$ cat config.mk
export PLATFORM = sky130hd
export DESIGN_NAME = lfsr_share_arbiter
export DESIGN_NICKNAME = d
export VERILOG_FILES = /design/src/rtl/lfsr_arb_pkg.sv /design/src/rtl/lfsr_share_arbiter_rr_arbiter.sv /design/src/rtl/lfsr_share_arbiter.sv
export SDC_FILE = /design/constraint.sdc
export NUM_CORES = 1
export LEC_CHECK = 0
export ABC_CLOCK_PERIOD_IN_PS = 4480
export BUFFER_PORTS_ARGS = -buffer_cell sky130_fd_sc_hd__buf_2
export CAP_MARGIN = 15
export CORE_MARGIN = 3
export CORE_UTILIZATION = 50
export CTS_CLUSTER_DIAMETER = 150
export CTS_CLUSTER_SIZE = 25
export DETAILED_ROUTE_END_ITERATION = 12
export GPL_TIMING_DRIVEN = 0
export PLACE_DENSITY = 0.83
export SLEW_MARGIN = 5
export SYNTH_ARGS = -nofsm -noshare
export SYNTH_HDL_FRONTEND = slang
export SYNTH_SLANG_ARGS = --single-unit
$ cat constraint.sdc
create_clock -name clk -period 4.48 [get_ports clk]
set_input_delay 0 -clock clk [delete_from_list [all_inputs] [get_ports clk]]
set_output_delay 0 -clock clk [all_outputs]
set_load 0.05 [all_outputs]
$ cat src/rtl/lfsr_arb_pkg.sv
// Shared types, default constants and the Galois LFSR step function for lfsr_share_arbiter.
package lfsr_arb_pkg;

  typedef enum logic {
    WARMUP = 1'b0,
    SERVE  = 1'b1
  } arb_state_e;

  localparam logic [15:0] LFSR_POLY_DEFAULT = 16'h8BB7;
  localparam logic [15:0] LFSR_SEED_DEFAULT = 16'hFFFF;

  function automatic logic [15:0] lfsr_step(input logic [15:0] state, input logic [15:0] poly);
    return {state[14:0], 1'b0} ^ (state[15] ? poly : 16'h0000);
  endfunction

endpackage

$ cat src/rtl/lfsr_share_arbiter_rr_arbiter.sv
// Round-robin arbiter: rotating pointer plus combinational one-hot grant selection.
module rr_arbiter
  import lfsr_arb_pkg::*;
#(
  parameter int unsigned NUM_REQ = 4
) (
  input  logic               clk,
  input  logic               rst_n,
  input  logic [NUM_REQ-1:0] req_i,
  input  logic               advance_i,
  output logic [NUM_REQ-1:0] gnt_o,
  output logic               any_o
);

  localparam int unsigned PW = $clog2(NUM_REQ);

  logic [PW-1:0] ptr_q, ptr_d;
  logic [PW-1:0] sel;
  logic [PW-1:0] idx;

  // First requester found at or after ptr (modulo NUM_REQ) wins.
  always_comb begin
    gnt_o = '0;
    any_o = 1'b0;
    sel   = ptr_q;
    idx   = '0;
    for (int unsigned off = 0; off < NUM_REQ; off++) begin
      idx = PW'((32'(ptr_q) + off) % NUM_REQ);
      if (!any_o && req_i[idx]) begin
        any_o      = 1'b1;
        gnt_o[idx] = 1'b1;
        sel        = idx;
      end
    end
  end

  always_comb begin
    ptr_d = ptr_q;
    if (advance_i && any_o) begin
      ptr_d = ((32'(sel) + 32'd1) == NUM_REQ) ? '0 : sel + 1'b1;
    end
  end

  always_ff @(posedge clk or negedge rst_n) begin
    if (!rst_n) ptr_q <= '0;
    else        ptr_q <= ptr_d;
  end

endmodule

$ cat src/rtl/lfsr_share_arbiter.sv
// One shared 16-bit Galois LFSR handed out word-by-word to round-robin-arbitrated requesters.
// Optional grant counter output enabled by defining LFSR_ARB_STATS_EN.
module lfsr_share_arbiter
  import lfsr_arb_pkg::*;
#(
  parameter int unsigned NUM_REQ       = 4,
  parameter logic [15:0] POLY          = LFSR_POLY_DEFAULT,
  parameter logic [15:0] SEED          = LFSR_SEED_DEFAULT,
  parameter int unsigned WARMUP_CYCLES = 0
) (
  input  logic               clk,
  input  logic               reset_n,
  input  logic [NUM_REQ-1:0] req,
  output logic [NUM_REQ-1:0] gnt,
  output logic               rnd_valid,
  output logic [15:0]        rnd_data,
  input  logic               seed_load,
  input  logic [15:0]        seed_value,
  output logic               busy
`ifdef LFSR_ARB_STATS_EN
  ,
  output logic [15:0]        grant_count
`endif
);

  localparam logic [7:0] WCNT_INIT = 8'(WARMUP_CYCLES);

  arb_state_e         fsm_q, fsm_d;
  logic [7:0]         wcnt_q, wcnt_d;
  logic [15:0]        lfsr_q, lfsr_d;
  logic [15:0]        lfsr_nxt;
  logic [NUM_REQ-1:0] gnt_q, gnt_d;
  logic               rnd_valid_q, rnd_valid_d;
  logic [15:0]        rnd_data_q, rnd_data_d;
  logic               busy_q, busy_d;

  logic [NUM_REQ-1:0] eligible;
  logic [NUM_REQ-1:0] arb_gnt;
  logic               arb_any;
  logic               do_grant;

  assign lfsr_nxt = lfsr_step(lfsr_q, POLY);
  // A requester's own grant cycle masks its request so it cannot be granted twice in a row.
  assign eligible = req & ~gnt_q;
  assign do_grant = (fsm_q == SERVE) && !seed_load && arb_any;

  rr_arbiter #(
    .NUM_REQ(NUM_REQ)
  ) u_rr (
    .clk      (clk),
    .rst_n    (reset_n),
    .req_i    (eligible),
    .advance_i(do_grant),
    .gnt_o    (arb_gnt),
    .any_o    (arb_any)
  );

  always_ff @(posedge clk or negedge reset_n) begin
    if (!reset_n) begin
      fsm_q       <= WARMUP;
      wcnt_q      <= WCNT_INIT;
      lfsr_q      <= SEED;
      gnt_q       <= '0;
      rnd_valid_q <= 1'b0;
      rnd_data_q  <= '0;
      busy_q      <= (WARMUP_CYCLES != 0);
    end else begin
      fsm_q       <= fsm_d;
      wcnt_q      <= wcnt_d;
      lfsr_q      <= lfsr_d;
      gnt_q       <= gnt_d;
      rnd_valid_q <= rnd_valid_d;
      rnd_data_q  <= rnd_data_d;
      busy_q      <= busy_d;
    end
  end

  always_comb begin
    fsm_d  = fsm_q;
    wcnt_d = wcnt_q;
    lfsr_d = lfsr_q;
    if (seed_load) begin
      lfsr_d = (seed_value == '0) ? SEED : seed_value;
      fsm_d  = WARMUP;
      wcnt_d = WCNT_INIT;
    end else begin
      case (fsm_q)
        WARMUP: begin
          if (wcnt_q == '0) begin
            fsm_d = SERVE;
          end else begin
            lfsr_d = lfsr_nxt;
            wcnt_d = wcnt_q - 1'b1;
            if (wcnt_q == 8'd1) fsm_d = SERVE;
          end
        end
        SERVE: begin
          if (arb_any) lfsr_d = lfsr_nxt;
        end
        default: fsm_d = WARMUP;
      endcase
    end
  end

  always_comb begin
    gnt_d       = do_grant ? arb_gnt : '0;
    rnd_valid_d = do_grant;
    rnd_data_d  = do_grant ? lfsr_nxt : rnd_data_q;
    busy_d      = (fsm_d == WARMUP) && (wcnt_d != '0);
  end

  assign gnt       = gnt_q;
  assign rnd_valid = rnd_valid_q;
  assign rnd_data  = rnd_data_q;
  assign busy      = busy_q;

`ifdef LFSR_ARB_STATS_EN
  logic [15:0] count_q;

  always_ff @(posedge clk or negedge reset_n) begin
    if (!reset_n) count_q <= '0;
    else          count_q <= count_q + 16'(rnd_valid_q);
  end

  assign grant_count = count_q;
`endif

endmodule

**Yosys cells after proc, flatten, opt, wreduce, memory -nomap -nowiden**

Cells that the tools add are included.

- Word-level logic and storage cells: 95
- Bits of input ports: 23
- Bits in registers: 49
- Output and inout port bits: 22

- Add/sub/neg operators: 6
- Equal/unequal tests: 4
- Mux-type cells: 42
- Reductions and logical operators: 19
- Bitwise logic cells: 8
- $lt $le $gt $ge: 8

Operator list:

| cell | number |
|---|---|
| two-way mux 16 bit | 5 |
| equality test 32 x 3 -> 1 bit (second input constant) | 1 |
| one-hot mux 16 bit (2 select lines) | 1 |
| two-way mux 8 bit | 3 |
| two-way mux 4 bit | 5 |
| zero test 16 bit | 1 |
| two-way mux 1 bit | 16 |
| XOR 16 bit | 1 |
| < comparator 2 x 3 -> 1 bit (second input constant) | 4 |
| OR 4 bit | 3 |
| logical AND 1 bit | 11 |
| binary-select mux 1 bit (select 2 bit) | 4 |
| demux 1 bit (select 2 bit) | 4 |
| equality test 8 x 1 -> 1 bit (second input constant) | 1 |
| greater-or-equal comparator 2 x 1 -> 1 bit (second input constant) | 4 |
| zero test 8 bit | 1 |
| two-way mux 2 bit | 4 |
| nonzero test 8 bit | 1 |
| subtractor 8 x 1 -> 8 bit (second input constant) | 1 |
| adder 2 x 1 -> 2 bit (second input constant) | 2 |
| adder 2 bit (second input constant) | 2 |
| AND 4 bit | 1 |
| zero test 1 bit | 4 |
| NOT 4 bit | 1 |
| 5 further kinds | 6 |

**Logic depth before layout (Yosys ltp)**

- Word-level depth: 17
- Depth in mapped cells: 9
- Depth with buffers taken out: 8

**Cells and area by module**

A second synthesis with hierarchy kept.

- Cell total of the unflattened synthesis: 299
- Area, all modules: 2877.8 µm²

Modules (own cells, without submodules):

| module | times used | cells each | area each (µm²) | seq. area each (µm²) |
|---|---|---|---|---|
| lfsr_share_arbiter | 1 | 245 | 2366.0 | 1196.1 |
| rr_arbiter | 1 | 54 | 511.7 | 50.0 |

**Least setup slack after synthesis**

No wires, ideal clock.

- Kind: reg-to-reg
- Start: reg (tool-made name)
- End: reg u_rr.ptr_q[1]
- Setup slack: 2.152 ns
- Cell stages (with the launch flop): 10
- Data required time: 4.353 ns
- Data arrival time: 2.201 ns
- Setup time: 0.127 ns
- Cells stage by stage: dfrtp_1 > buf_4 > inv_2 > ha_1 > nor2b_1 > o21ai_1 > a21oi_1 > or4_1 > a32oi_1 > nand3_1

RTL lines:

| element | line | text |
|---|---|---|
| end signal: assignment | lfsr_share_arbiter_rr_arbiter.sv:46 | `else ptr_q <= ptr_d;` |
| end: declaration | lfsr_share_arbiter_rr_arbiter.sv:17 | `logic [PW-1:0] ptr_q, ptr_d;` |

**Worst setup path after layout**

- Start: reg u_rr.ptr_q[1]
- End: reg u_rr.ptr_q[1]

- Word-level cells in the longest chain between the ends: 15
- Elaborated cells between the ends (all ways): 30
- Those cells by class: add/sub: 5; eq/ne: 1; mux: 16; reduce/logical: 8

RTL lines:

| element |
|---|
| branches (longest 15 deep; another with adder 2 x 1 -> 3 bit) |

Several ways; the timed one is not identified. The select of a mux whose other input is x is not followed.
A chain may end at the register's enable or synchronous reset.

==> metrics <==
period utilisation layout=61.4%; adder-cell share of the synthesized area=4.92%; final setup margin=1.73 ns; CP Capture Type=flip-flop; ANT cells=0; Nets=417; Power per Cell Area=785 nW/um^2; Sw Ratio=48.1%; Reg power frac=31.2%; Post-Synth Simple-Gate Area=23.4%; Worst-Margin Slew=0.544 ns; Crit Path Max Fanout=11; Max Clk Rate=0.363 GHz; via count normalized by instance count=5.70; Yosys reg bits=49; initial antenna violation count=0; sequential share of the synthesized area=44.5%; Root Buffer=clkbuf_8; Hold Path Class=in -> async; worst hold slack=0.0984 ns; vias in the first global route=2551; Synth Area per Inst=8.95 sq um; Post-Syn Nets=347; clk sinks=49; LEAKAGE=1.54 nW; Layout Cells excl Fill=454; largest family of logic cells by synthesized area=simple AND/OR/NAND/NOR gates; die height=80.8 um; placed wire-length estimate=4620 um; FF/Latch Area=1250 sq um; Hold Fails Final Rpt=0; Placed Cells=427; H-tree levels=2; Clock Skews=0.00740 ns; die area=6530 sq um; Slew HR=63.6%; WL per Instance=15.0 um; GPL Wtd Cong=0.875; Crit Path Class=reg -> reg; setup TNS=0 ns; GRT Overall Usage=22.6%; DRT iter0 DRCs=119; drt first pass iters=5; Area Overhead vs Synth=22.9%; Clock Tree Buf Depth=2; post-route design area=3440 sq um; number of setup buffers added after CTS=0; Port Buffers=44; cts hold-fix bufs=18; ANT nets after route=0; Vias=2589; Worst-Skew Late Latency=0.31 ns; Post-CTS Resized=0; Synth cell types=48; Placed Area=3110 sq um; final setup vio count=0; # fillers=452; CTS Buf Count=5; share of cells above drive strength 1=23.4%; I/O pins=45; drt total wl=6820 um; Synthesis Warnings=0; VDD IR max=439 uV; Startpoint Class=flip-flop; Mapped Cells=313; CTS tree=built; Place WS=1.80 ns; multi-input logic area=1450 sq um; DRC=0; Critical Path RT=4.67 ns; Core Area=5270 sq um; status=complete, no violations; Max Cap Viol=0; Synth Area in Compound Gates=16.3%; Initial Utilization=53.1%; Core Util, Final=65.3%; max-slew violations=0; unrepaired setup endpoints after global routing=false; xor/xnor share of the synthesized area=5.63%; first-pass GRT wire length=11500 um; Mapped Area=2800 sq um; WP data arrival=2.95 ns; min Tclk post-route=2.75 ns; Int Power=1.40 mW; grt total ovfl=0; Chip Width=80.8 um; NetSw=1.30 mW; row cnt=26; Comb power frac=55.5%; Total Power=2.70 mW; clock slew at reported path FFs=0.09 ns; largest net degree at the start of global routing=50; clock share of power=13.3%; post-synthesis mux area share=1.61%
power by group through the flow:
stage / registers (mW) / clock network, mW / logic [mW]
floorplan: 1.10 / 0 / 0.863
global placement: 0.843 / 0 / 1.40
detailed placement: 0.851 / 0 / 1.45
CTS: 0.843 / 0.366 / 1.48
global route: 0.874 / 0.384 / 1.64
finish: 0.843 / 0.360 / 1.50
cells by family (layout without fill, tap and decap cells):
group                    count (synthesis)  in the layout
AO/OA/AOI/OAI                           74             74
XOR/XNOR                                18             18
adder cells (fa/ha/maj)                 11             11
buffers and inverters                   21             92
flip-flops                              49             49
multiplexers                             2              2
AND/OR/NAND/NOR                        138            138
Yosys cell counts, drive strengths merged:
cell	number	area, sq um
xnor2	6	52.6
a21oi	29	149
nand4b	1	8.76
nand2	49	184
ha	11	138
nand2b	5	38.8
and3	2	12.5
o2111ai	1	8.76
a32oi	1	8.76
nand4	2	12.5
o21ai	23	115
o41ai	2	17.5
buf	8	53.8
nor3	8	40.0
a211oi	1	7.51
o311a	1	21.3
nor3b	1	7.51
and4b	2	20.0
or3	2	12.5
dfstp	16	420
nor2	44	175
a222oi	4	40.0
clkbuf	6	22.5
xor2	12	105
o22ai	7	43.8
nor2b	4	25.0
mux4	2	45.0
a31o	1	8.76
a311o	1	10.0
and2b	3	23.8
inv	7	26.3
dfrtp	33	826
nand3	6	30.0
o31ai	2	15.0
a41o	1	10.0
or2	1	6.26
or4	2	15.0
nor4	6	43.8
cell type report:
class	count	area share, %
Multi-Input combinational cell	243	42.2
Sequential cell	49	36.2
Timing Repair Buffer	63	12.2
Clock buffer	6	2.73
Tap cell	70	2.55
Buffer	14	2.22
Clock inverter	2	1.13
Inverter	7	0.764
registers in the layout, indices dropped and copies added, names as in the netlist, named ones only:
signal,flops
fsm_q,1
wcnt_q,8
gnt,4
busy,1
rnd_valid,1
rnd_data,16
lfsr_q,16
u_rr.ptr_q,1
layer usage:
metal  global-route usage [%]  wire length, um  vias to the layer above  share of wire [%]
li1                         -                -                     1235                  -
met3                     4.32              401                       12                5.9
met5                        0                0                        -                  0
met1                     27.6             2800                     1238                 41
met4                     6.76               93                        0                1.4
met2                     40.1             3530                      104                 52
worst max-delay path, cell delays in order (launching register included):
cell	delay, ns
dfrtp_1	0.58
inv_1	0.26
ha_1	0.44
nor2b_1	0.20
o21ai_1	0.13
a21oi_1	0.13
or4_1	0.57
a32oi_1	0.23
nand3_1	0.10
placed cells by master (no fill, tap or decap), types with 7 or more instances in the layout:
cell type      Yosys  layout
nand2_1           49      49
dlygate4sd3_1      0      18
nor3_1             8       8
dfrtp_1           33      33
o21ai_0           20      20
a21oi_1           28      28
buf_2              4      48
nor2_1            42      42
o22ai_1            7       7
ha_1              11      11
dfstp_2           16      16
xor2_1            12      12
path summary, 6_finish.rpt:
path | startpoint | endpoint | slack (ns) | cells after the start
worst min-delay path | reset_n | rnd_data[2] | 0.1 | 2
worst min register to register | rnd_data[14] | rnd_data[14] | 0.48 | 2
worst max-delay path | u_rr.ptr_q[1] | u_rr.ptr_q[1] | 1.73 | 8
max in group asynchronous | reset_n | lfsr_q[12] | 3.84 | 3
worst max register to register | u_rr.ptr_q[1] | u_rr.ptr_q[1] | 1.73 | 8
min in group clk | seed_load | rnd_data[12] | 0.22 | 5
(Power assumes the default switching activity.)
